===== config.mk =====
export PLATFORM = sky130hd
export DESIGN_NAME = hazard_ctrl
export DESIGN_NICKNAME = d
export VERILOG_FILES = /design/src/rtl/hazard_ctrl.sv
export SDC_FILE = /design/constraint.sdc
export NUM_CORES = 1
export LEC_CHECK = 0
export CORE_MARGIN = 3
export CORE_UTILIZATION = 40
export DETAILED_ROUTE_END_ITERATION = 16
export DONT_BUFFER_PORTS = 1
export SLEW_MARGIN = 15
export SYNTH_ARGS = -nofsm -noshare
export SYNTH_HDL_FRONTEND = slang
export SYNTH_SLANG_ARGS = --single-unit

===== constraint.sdc =====
create_clock -name clk -period 1.8 [get_ports clk]
set_input_delay 0.18 -clock clk [delete_from_list [all_inputs] [get_ports clk]]
set_output_delay 0.18 -clock clk [all_outputs]
set_load 0.1 [all_outputs]

===== src/rtl/hazard_ctrl.sv =====
// Pipeline hazard controller: load-use stall, jump flush and multi-cycle MDU freeze.
// Define HAZARD_PERF_CNT_EN to build the stall/flush/freeze performance counters.
module hazard_ctrl #(
  parameter int unsigned MDU_LATENCY = 4
) (
  input  logic        clk,
  input  logic        rst,
  input  logic [4:0]  id_rs,
  input  logic [4:0]  id_rt,
  input  logic        id_uses_rt,
  input  logic        ex_memread,
  input  logic [4:0]  ex_rt,
  input  logic        ex_jump,
  input  logic        mdu_start,
  output logic [5:0]  idex_muxcond,
  output logic        ctrl_zero,
  output logic        pc_write,
  output logic        ifid_write,
  output logic        ifid_flush,
  output logic        mdu_busy,
  output logic [31:0] stall_cnt,
  output logic [31:0] flush_cnt,
  output logic [31:0] freeze_cnt
);

  typedef enum logic [0:0] {StRun, StMduWait} state_e;

  // The entry cycle counts as the first frozen cycle and MDU_WAIT runs until cnt hits 0.
  localparam logic [7:0] CntInit = 8'(MDU_LATENCY - 2);

  state_e     state_q, state_d;
  logic [7:0] cnt_q, cnt_d;
  logic       done_q, done_d;

  logic load_use;
  logic freeze;
  logic flush;
  logic stall;

  assign load_use = ex_memread && (ex_rt != 5'd0) &&
                    ((ex_rt == id_rs) || (id_uses_rt && (ex_rt == id_rt)));

  // done masks the still-asserted mdu_start for one cycle after the freeze ends.
  assign freeze = (state_q == StMduWait) ||
                  ((state_q == StRun) && mdu_start && !done_q && !ex_jump);
  assign flush  = (state_q == StRun) && ex_jump && !freeze;
  assign stall  = (state_q == StRun) && load_use && !freeze && !flush;

  always_ff @(posedge clk or posedge rst) begin
    if (rst) begin
      state_q <= StRun;
      cnt_q   <= 8'd0;
      done_q  <= 1'b0;
    end else begin
      state_q <= state_d;
      cnt_q   <= cnt_d;
      done_q  <= done_d;
    end
  end

  always_comb begin
    state_d = state_q;
    cnt_d   = cnt_q;
    done_d  = 1'b0;
    unique case (state_q)
      StRun: begin
        if (freeze) begin
          state_d = StMduWait;
          cnt_d   = CntInit;
        end
      end
      StMduWait: begin
        if (cnt_q == 8'd0) begin
          state_d = StRun;
          done_d  = 1'b1;
        end else begin
          cnt_d = cnt_q - 8'd1;
        end
      end
      default: state_d = StRun;
    endcase
  end

  always_comb begin
    idex_muxcond = 6'd1;
    ctrl_zero    = 1'b0;
    pc_write     = 1'b1;
    ifid_write   = 1'b1;
    ifid_flush   = 1'b0;
    mdu_busy     = 1'b0;
    if (rst) begin
      idex_muxcond = 6'd0;
      ctrl_zero    = 1'b1;
      pc_write     = 1'b0;
      ifid_write   = 1'b0;
    end else if (freeze) begin
      idex_muxcond = 6'd0;
      pc_write     = 1'b0;
      ifid_write   = 1'b0;
      mdu_busy     = 1'b1;
    end else if (flush) begin
      ctrl_zero  = 1'b1;
      ifid_flush = 1'b1;
    end else if (stall) begin
      ctrl_zero  = 1'b1;
      pc_write   = 1'b0;
      ifid_write = 1'b0;
    end
  end

`ifdef HAZARD_PERF_CNT_EN
  logic [31:0] stall_cnt_q, flush_cnt_q, freeze_cnt_q;

  always_ff @(posedge clk or posedge rst) begin
    if (rst) begin
      stall_cnt_q  <= 32'd0;
      flush_cnt_q  <= 32'd0;
      freeze_cnt_q <= 32'd0;
    end else begin
      if (stall && (stall_cnt_q != 32'hFFFF_FFFF)) begin
        stall_cnt_q <= stall_cnt_q + 32'd1;
      end
      if (flush && (flush_cnt_q != 32'hFFFF_FFFF)) begin
        flush_cnt_q <= flush_cnt_q + 32'd1;
      end
      if (freeze && (freeze_cnt_q != 32'hFFFF_FFFF)) begin
        freeze_cnt_q <= freeze_cnt_q + 32'd1;
      end
    end
  end

  assign stall_cnt  = stall_cnt_q;
  assign flush_cnt  = flush_cnt_q;
  assign freeze_cnt = freeze_cnt_q;
`else
  assign stall_cnt  = 32'd0;
  assign flush_cnt  = 32'd0;
  assign freeze_cnt = 32'd0;
`endif

endmodule


==> After elaboration in Yosys (flattened, before gate mapping) <==
Index checks and enable logic that the tools add are counted.
{ "totals": {"output_inout_bits": 107, "reg_bits": 10, "wordCells": 51, "input_bits": 21} }
{ "classes": {"add_sub_neg": 1, "n_reduce_logical": 20, "mux": 22, "n_bitwise": 1, "eq_ne": 4} }
{ "ops": {"columns": ["operator", "count"], "rows": [
  ["$mux W1", 18],
  ["$mux W8", 2],
  ["$pmux W8 S2", 1],
  ["$logic_and A1 B1 Y1", 11],
  ["$eq A5 B5 Y1", 2],
  ["$logic_not A8 Y1", 1],
  ["$sub A8 B1 Y8 const B", 1],
  ["$reduce_bool A5 Y1", 1],
  ["$logic_not A1 Y1", 4],
  ["$ne A2 B2 Y1 const B", 2],
  ["$logic_or A1 B1 Y1", 2],
  ["$pmux W1 S2", 1],
  ["$reduce_and A2 Y1", 1],
  ["$not A1 Y1", 1]
]} }

==> Depth between registers and ports, before layout <==
Gate-level depths: netlist of the first run.
{ "depth": {"depth_word": 13, "ltp_mapped": 6, "ltp_nobuf": 6} }

==> Least setup slack after synthesis of the first run <==
Ideal clock, no wire load.
{ "synth_path": {"path_kind": "input -> output", "startpoint": "input ex_rt[1]", "endpoint": "output pc_write", "arrival_time_ns": 2.990, "path_buffers": 1, "required_time_ns": 1.620, "setup_slack_ns": -1.370, "cell_stages": 4, "path_cell_list": "or4_1 -> o21a_1 -> a31oi_1 -> buf_4"} }
{ "synth_via": {"elab_chain_cells": 11} }
{ "synth_rtl": {"columns": ["element", "line_no", "text"], "rows": [
  ["start, declared", "12", "input logic [4:0] ex_rt,"],
  ["$eq A5 B5 Y1", "41", "((ex_rt == id_rs) || (id_uses_rt && (ex_rt == id_rt)));"],
  ["$logic_and A1 B1 Y1", "41", null],
  ["$logic_or A1 B1 Y1", "41", null],
  ["$logic_and A1 B1 Y1 *", "40", "assign load_use = ex_memread && (ex_rt != 5'd0) &&"],
  ["$logic_and A1 B1 Y1 * (3 in a row)", "47", "assign stall = (state_q == StRun) && load_use && !freeze && !flush;"],
  ["$mux W1 * (4 in a row)", null, null],
  ["end, declared", "17", "output logic pc_write,"]
]} }
Mark *: on every way between the ends. The rest lies on a longest branch, timed or not.

==> Worst setup path in the final report of the first run <==
{ "layout_path": {"startpoint": "register cnt_q[0]", "endpoint": "register cnt_q[1]"} }
{ "layout_via": {"elab_chain_cells": 3} }
{ "layout_rtl": {"columns": ["element", "line_no", "text"], "rows": [
  ["start, declared", "32", "logic [7:0] cnt_q, cnt_d;"],
  ["start signal, assigned", "56", "cnt_q <= cnt_d;"],
  ["$sub A8 B1 Y8 / $logic_not A8 Y1 (equally long branches)", "77, 73", null],
  ["$mux W8 / $ne A2 B2 Y1 (equally long branches)", null, null],
  ["$pmux W8 S2 / $reduce_and A2 Y1 (equally long branches)", null, null]
]} }
Several ways; a longest one is shown, not always the timed one. The select of a mux whose other input is x is not followed.
A chain may end at the register's enable or synchronous reset.

==> results.toml, run 1 <==
[finish]
fill_cells = 381
footprint_of_the_multi_input_gates_um2 = 813
finish.net_count = 219
synthToLayoutAreaGrowth_pct = -7.92
final_core_util = 0.392
area.sequential_um2 = 250
finish.cell_count_without_fillers = 241
antenna-diode-count = 0
layout-drive-gt1-share = 0.159

[setup_path]
crit_path_max_fanout = 5
r2r_cells = 6
crit-reg2reg-launch = "cnt_q[0]"
startpoint = "cnt_q[0]"
critical_path.endpoint_type = "flip-flop"
arrival_ns = 1.93
worstSetupEndpoint = "cnt_q[1]"
worst-endpoint-required_ns = 1.95
startpoint_type = "flip-flop"
regToRegSetupSlack_ns = 0.02
timing.setup.critical_path_class = "flip-flop to flip-flop"
worst_r2r_endpoint = "cnt_q[1]"

[placement]
gp_routability_congestion = 0.811
placed_cells = 236
buffer_ports.inserted = 0
dp.final_hpwl_um = 1910

[power]
ir_worst_vdd_mv = 0.468
power_density_nw_per_um2 = 1010
p_leak_nw = 0.723

[logic_synthesis]
post_synthesis_register_bit_count = 10
synthTopCellsByArea = "buf_4, dfrtp_1, xnor2_1"
synthesis.yosys.warnings = 0
synthTopCellsByCount = "buf_4, dfrtp_1, xnor2_1"
synthesis.area_per_instance_um2 = 8.17
synth_enable_flop_cells = 0
asyncSetResetFlopFracSynth = 1.00
synth_ff_type = "dfrtp_1"
ys_seq_area_frac = 0.172
netlist.area_leader.share = 0.527
post-synth-top-count-cell = "buf_4"
yosys.cell_types.count = 30
post_synthesis_cell_area_um2 = 1450
post_synth_inst_count = 178
netlist.top_cell.by_area = "buf_4"

[clock_tree]
path_clk_slew_ns = 0.06
cts_buffer_depth = 2
cts_tree = "built"
clock_sink_count = 10
worst_skew_pair.late_latency_ns = 0.26
cts_inserted_buffers = 3
cts_htree_levels = 1
clock_tree.root_cell = "clkbuf_4"

[floorplanning]
core_region_area_um2 = 3420
die_height_um = 66.3
fp.dieArea_um2 = 4390
floorplan.io_pins = 128
chipWidth_um = 66.3
std_cell_rows = 21
floorplan.initialDensity = 0.426

[grt]
groute.usage.overall = 0.0853
vias_in_the_first_global_route = 606
grt_first_pass_wirelength_um = 2850
initial_antenna_violation_count = 0
global_route.overflow_total = 0
pin_count_of_the_biggest_net_entering_global_routing = 11

[routing]
avgRoutedWirePerCell_um = 9.05
antenna_left = 0
dr.first_iter.drc_count = 17
drcViolationCount = 0
met1_routed_wirelength_after_detailed_routing_um = 738
vias = 877
route.met3.wl_um = 338
top_layer_used = "met3"
drt_first_pass_iters = 4
route.final.wire_length_um = 2180
met2WireLength_um = 1100
vias_per_cell = 3.64

[timing]
finalClockSkew_ns = 0.00169
min_period_over_period = 0.989
report.final.slew_viol_count = 0
maxClockFrequency_mhz = 562
final_hold_viols = 0
fin_crit_ns = 1.78
setup_viol_count_final = 0
rsz0062_at_grt = "true"

[hold_path]
hold_path.class = "input port to flip-flop"

[outcome]
outcome = "finished, final reports clean"

[job]
max_cap_violations = 0
## metal layers
metal	track usage	vias to the layer above
met1	0.0952	391
li1	-	416
met4	0.00761	0
met3	0.0425	0
met5	0	-
met2	0.150	70
## logic make-up (layout without fill, tap and decap cells)
logic type | after synthesis | in the layout | share of synthesized area
AOI/OAI and AO/OA | 14 | 14 | 0.0714
xor gates and xnor gates | 10 | 10 | 0.0602
adders and majority gates | 1 | 1 | 0.00860
buffers and inverters | 108 | 25 | 0.542
DFF | 10 | 10 | 0.172
muxes | 2 | 2 | 0.0172
other | 1 | 101 | 0.00258
and+or+nand+nor | 32 | 32 | 0.126
## worst max-delay path: stages (launching register included)
cell     delay [ns]
dfrtp_1        0.38
inv_1          0.06
ha_1           0.15
or4b_4         0.50
o21ai_4        0.20
nand2_2        0.09
mux2_4         0.29
## layout make-up
class                      instances  area share
tap                               46      0.0430
inverter                           6      0.0168
clock buffer                       3      0.0168
timing repair buffer              16       0.129
sequential                        10       0.187
multi-input combinational        160       0.607
## where the power goes
part / switching, mW / internal, mW
Sequential: 0 / 0.225
Clock: 0.0712 / 0.0770
Combinational: 0.952 / 0.0336
Total: 1.02 / 0.335
## registers in the layout (all words and copies together) (netlist names)
name,count
cnt_q,8
done_q,1
state_q,1
## cells in the final DEF (no fill, tap or decap), types with 2 or more instances in the layout
cell	netlist	final
nor3_1	2	2
xnor2_1	10	10
a21oi_1	2	2
or4_1	4	4
nand3_1	5	5
o21ai_0	2	2
or3_2	2	2
nor2_1	4	3
clkbuf_4	0	3
inv_1	6	5
or4_2	2	2
buf_12	0	4
dfrtp_1	10	10
buf_4	102	11
nand2_1	8	8
o31ai_1	2	2
conb_1	1	101
o211ai_1	2	2
## worst min-delay path by stage
stage	from	to	slack, ns	cells past startpoint
2_1_floorplan	rst	cnt_q[0]	0.04	1
3_3_place_gp	rst	cnt_q[6]	0.13	2
3_5_place_dp	rst	cnt_q[6]	0.14	2
4_1_cts	mdu_start	cnt_q[6]	0.21	2
5_1_grt	mdu_start	cnt_q[6]	0.21	2
6_report	mdu_start	cnt_q[6]	0.22	2
## stage by stage
stage | area (µm²) | worst slack, ns | power (mW) | setup TNS [ns] | hold slack [ns]
2_1_floorplan | 1860 | -0.200 | 1.36 | -0.200 | 0.0420
3_3_place_gp | 1300 | 0.0428 | 1.21 | 0 | 0.133
3_5_place_dp | 1300 | 0.0148 | 1.21 | 0 | 0.137
4_1_cts | 1330 | 0.00994 | 1.36 | 0 | 0.211
5_1_grt | 1340 | -0.0497 | 1.41 | -0.0497 | 0.207
6_report | 1340 | 0.0200 | 1.36 | 0 | 0.221
## what timing repair did
item | in CTS | in global routing
endpoints found under the hold margin | 10 | 0
setup buffers | 0 | 1
endpoints found under the setup margin | 1 | 5
gates resized for setup | 0 | 1
pin swaps | 1 | 1
hold buffers | 1 | 0
Note: power is estimated with default switching activity, not from simulation.
==> run 2: changes to the inputs <==
- CELL_PAD_IN_SITES_DETAIL_PLACEMENT: not set -> 2
- CELL_PAD_IN_SITES_GLOBAL_PLACEMENT: not set -> 2
- CORE_UTILIZATION: 40 -> 28
- PLACE_DENSITY_LB_ADDON: not set -> 0.1
- SKIP_CTS_REPAIR_TIMING: not set -> 1
==> run 2 against run 1 <==
  * Fmax down 0.82%
  * Sequential cell count unchanged
  * Sequential share of layout area down 0.95 points
  * Critical path depth unchanged
  * Sequential power about the same
  * Critical path type unchanged
  * Critical endpoint unchanged
  * Largest power group unchanged
==> results.toml, run 2 (same netlist as run 1, synthesis figures left out) <==
[clock_tree]
worst_skew_pair.late_latency_ns = 0.23
clock_sink_count = 10
cts_htree_levels = 1
cts_tree = "built"
cts_buffer_depth = 2
clock_tree.root_cell = "clkbuf_8"
path_clk_slew_ns = 0.05
cts_inserted_buffers = 3

[setup_path]
worst_r2r_endpoint = "cnt_q[1]"
r2r_cells = 6
crit_path_max_fanout = 4
cpLargestDelayFamily = "simple AND/OR/NAND/NOR gates"
slowest_delay_ns = 0.49
critical_path_buf_inv_count = 1
critPathSlowestCell = "or4b_4"
startpoint_type = "flip-flop"
arrival_ns = 1.91
worst-endpoint-required_ns = 1.91
critical_path.endpoint_type = "flip-flop"
timing.setup.critical_path_class = "flip-flop to flip-flop"
crit_path_cell_trace = "inv_2, ha_4, or4b_4, o21ai_4, nand2_2, mux2_4"
crit-reg2reg-launch = "cnt_q[0]"
startpoint = "cnt_q[0]"
regToRegSetupSlack_ns = 0.005

[floorplanning]
die_height_um = 78.1
fp.dieArea_um2 = 6090
chipWidth_um = 78.1
floorplan.initialDensity = 0.298
core_region_area_um2 = 4880
floorplan.io_pins = 128
std_cell_rows = 25

[grt]
groute.usage.overall = 0.0989
global_route.overflow_total = 0
initial_antenna_violation_count = 0
vias_in_the_first_global_route = 926
grt_first_pass_wirelength_um = 4900
pin_count_of_the_biggest_net_entering_global_routing = 9

[routing]
drcViolationCount = 0
drt_first_pass_iters = 4
vias = 912
route.final.wire_length_um = 3230
antenna_left = 0
vias_per_cell = 3.48
dr.first_iter.drc_count = 18
avgRoutedWirePerCell_um = 12.3

[power]
power_frac_clock = 0.158
power.internal_mw = 0.406
p_leak_nw = 0.733
switching_share = 0.719
part_of_the_total_power_dissipated_in_combinational_logic = 0.687
power_density_nw_per_um2 = 1030
p_seq_frac = 0.156
switchingPower_mw = 1.04
ir_worst_vdd_mv = 0.413

[finish]
commonest_cells_after_routing_fill_and_taps_aside = "conb_1, xnor2_1, dfrtp_1, buf_4, nand2_1"
reg.largest.list = "cnt_q x8, done_q x1, state_q x1"
finish.net_count = 219
fill_cells = 604
synthToLayoutAreaGrowth_pct = -3.01
regMostFlops = "cnt_q"
layout-drive-gt1-share = 0.179
antenna-diode-count = 0
layout.cells.most_common = "conb_1"
largest_register_ffs = 8

[timing]
rsz0062_at_grt = "true"
setup_viol_count_final = 0
maxClockFrequency_mhz = 557
fin_crit_ns = 1.79
finalClockSkew_ns = 0.00287
final_hold_viols = 0
min_period_over_period = 0.997
setup_ws_ns = 0.00520
report.final.slew_viol_count = 0
setup-tns-final_ns = 0

[hold_path]
hp-start = "mdu_start"
sink_of_the_worst_hold_path = "cnt_q[6]"
hold_path.class = "input port to flip-flop"
worst_hold_path.num_cells = 2

[placement]
dp.final_hpwl_um = 2860
buffer_ports.inserted = 0
place_ws_ns = -0.0211
gp_routability_congestion = 0.716

[outcome]
outcome = "finished, final reports clean"

[job]
max_cap_violations = 0
## run 2: area by class of cell
type | instances | area (µm²) | area share
clock buffers | 3 | 41.3 | 0.0293
flip-flops and latches | 10 | 250 | 0.177
inverters | 6 | 22.5 | 0.0160
multi-input cells | 160 | 837 | 0.594
repair buffers | 16 | 175 | 0.124
well taps | 67 | 83.8 | 0.0594
## run 2: metal layers
metal,up-vias,wire length [µm],GRT usage
li1,413,-,-
met1,430,1040,0.0956
met2,69,1770,0.197
met3,0,411,0.0401
met4,0,0,0.0157
met5,-,0,0
## run 2: how the worst max path moves through the flow
stage / end / slack [ns] / depth (start not counted)
2_1_floorplan: pc_write / -0.20 / 4
3_3_place_gp: cnt_q[1] / 0.02 / 6
3_5_place_dp: cnt_q[1] / -0.02 / 6
4_1_cts: cnt_q[1] / -0.03 / 6
5_1_grt: cnt_q[1] / -0.05 / 6
6_report: cnt_q[1] / 0.005 / 6
## run 2: per-stage QoR
step | power, mW | hold slack, ns | cells | area [µm²] | utilization
finish | 1.45 | 0.237 | 262 | 1410 | 0.289
CTS | 1.45 | -0.226 | 259 | 1360 | 0.278
global placement | 1.21 | 0.00793 | 256 | 1320 | 0.270
detailed placement | 1.21 | 0.0201 | 256 | 1320 | 0.270
global route | 1.50 | 0.229 | 262 | 1410 | 0.289
floorplan | 1.36 | 0.0420 | 278 | 1860 | -
## run 2: power groups by stage
| stage | clock (mW) | combinational [mW] | sequential [mW] |
|---|---|---|---|
| 2_1_floorplan | 0 | 1.13 | 0.229 |
| 3_3_place_gp | 0 | 0.980 | 0.229 |
| 3_5_place_dp | 0 | 0.982 | 0.229 |
| 4_1_cts | 0.239 | 0.982 | 0.225 |
| 5_1_grt | 0.259 | 1.01 | 0.225 |
| 6_report | 0.228 | 0.994 | 0.225 |
==> run 3: changes to the inputs <==
- RECOVER_POWER: not set -> 100
==> run 3 against run 2 <==
  * Utilization shrank 0.077 points
  * Sequential cell count unchanged
  * Setup slack got worse by 0.0013 ns
  * Cell area fell by 0.27%
  * Via count rose by 0.22%
==> results.toml, run 3 (same netlist as run 1, synthesis figures left out) <==
[routing]
drt_first_pass_iters = 4
drcViolationCount = 0
dr.first_iter.drc_count = 15
route.final.wire_length_um = 3220
vias = 914
antenna_left = 0
avgRoutedWirePerCell_um = 12.3
vias_per_cell = 3.49

[setup_path]
worst_r2r_endpoint = "cnt_q[1]"
crit-reg2reg-launch = "cnt_q[0]"
worst-endpoint-required_ns = 1.91
regToRegSetupSlack_ns = 0.004
timing.setup.critical_path_class = "flip-flop to flip-flop"
crit_path_max_fanout = 4
arrival_ns = 1.91
r2r_cells = 6
startpoint_type = "flip-flop"
critical_path.endpoint_type = "flip-flop"

[power]
switchingPower_mw = 1.04
p_seq_frac = 0.156
power_density_nw_per_um2 = 1030
ir_worst_vdd_mv = 0.414
p_leak_nw = 0.730
power_frac_clock = 0.158
switching_share = 0.720
power.internal_mw = 0.406
part_of_the_total_power_dissipated_in_combinational_logic = 0.686

[finish]
layout-drive-gt1-share = 0.174
commonest_cells_after_routing_fill_and_taps_aside = "conb_1, xnor2_1, dfrtp_1"
largest_register_ffs = 8
reg.largest.list = "cnt_q x8, done_q x1, state_q x1"
synthToLayoutAreaGrowth_pct = -3.27
final_core_util = 0.288
layout.cells.most_common = "conb_1"
post-route-cell-area_um2 = 1410
finish.net_count = 219
regMostFlops = "cnt_q"
antenna-diode-count = 0

[clock_tree]
clock_tree.root_cell = "clkbuf_8"
cts_tree = "built"
cts_inserted_buffers = 3
clock_sink_count = 10
cts_htree_levels = 1
path_clk_slew_ns = 0.05
cts_buffer_depth = 2
worst_skew_pair.late_latency_ns = 0.23

[timing]
setup_viol_count_final = 0
min_period_over_period = 0.998
final_hold_viols = 0
rsz0062_at_grt = "true"
hold_slack_ns = 0.236
report.final.slew_viol_count = 0
finalClockSkew_ns = 0.00345
maxClockFrequency_mhz = 557
fin_crit_ns = 1.80

[grt]
grt_first_pass_wirelength_um = 4900
groute.usage.overall = 0.0989
pin_count_of_the_biggest_net_entering_global_routing = 9
global_route.overflow_total = 0
vias_in_the_first_global_route = 926
initial_antenna_violation_count = 0

[hold_path]
hp-start = "mdu_start"
worst_hold_path.num_cells = 2
sink_of_the_worst_hold_path = "cnt_q[6]"
hold_path.class = "input port to flip-flop"

[placement]
dp.final_hpwl_um = 2860
detailed_place.area_um2 = 1320
gp_routability_congestion = 0.716
buffer_ports.inserted = 0

[floorplanning]
fp.dieArea_um2 = 6090
die_height_um = 78.1
core_region_area_um2 = 4880
floorplan.initialDensity = 0.298
chipWidth_um = 78.1
floorplan.io_pins = 128
std_cell_rows = 25

[job]
max_cap_violations = 0

[outcome]
outcome = "finished, final reports clean"
==> run 3: area by class of cell <==
cell class              instances  area, µm²
fillers                       606       3470
multi-input cells             160        837
flip-flops and latches         10        250
repair buffers                 16        171
well taps                      67       83.8
clock buffers                   3       41.3
inverters                       6       22.5
==> run 3: worst max-delay path by stage <==
stage / from / endpoint / slack (ns) / cells past startpoint
after floorplan: ex_rt[1] / pc_write / -0.20 / 4
after global placement: cnt_q[0] / cnt_q[1] / 0.02 / 6
after detailed placement: cnt_q[0] / cnt_q[1] / -0.02 / 6
after CTS: cnt_q[0] / cnt_q[1] / -0.03 / 6
after global routing: cnt_q[0] / cnt_q[1] / -0.05 / 6
final: cnt_q[0] / cnt_q[1] / 0.004 / 6
==> run 3: metrics by stage <==
| stage | worst slack [ns] | std cells | TNS, ns | power (mW) |
|---|---|---|---|---|
| after global routing | -0.0490 | 262 | -0.118 | 1.50 |
| after CTS | -0.0343 | 259 | -0.0541 | 1.45 |
| final | 0.00395 | 262 | 0 | 1.45 |
| after floorplan | -0.200 | 278 | -0.200 | 1.36 |
| after global placement | 0.0224 | 256 | 0 | 1.21 |
| after detailed placement | -0.0211 | 256 | -0.0266 | 1.21 |
==> run 3: per-layer routing <==
metal / vias to the layer above / global-route usage / part of all wire
li1: 413 / - / -
met4: 0 / 0.0157 / 0
met3: 0 / 0.0401 / 0.13
met1: 432 / 0.0956 / 0.32
met5: - / 0 / 0
met2: 69 / 0.197 / 0.55
==> run 3: power groups by stage <==
| stage | combinational [mW] | clock (mW) | sequential (mW) |
|---|---|---|---|
| floorplan | 1.13 | 0 | 0.229 |
| global placement | 0.980 | 0 | 0.229 |
| detailed placement | 0.982 | 0 | 0.229 |
| CTS | 0.982 | 0.239 | 0.225 |
| global route | 1.01 | 0.259 | 0.225 |
| finish | 0.993 | 0.229 | 0.225 |
==> run 3: critical path, cell delays in order, from the launching register on <==
cell and delay [ns]:
dfrtp_1 0.39, inv_2 0.09, ha_4 0.13, or4b_4 0.50
o21ai_4 0.19, nand2_2 0.08, mux2_4 0.30
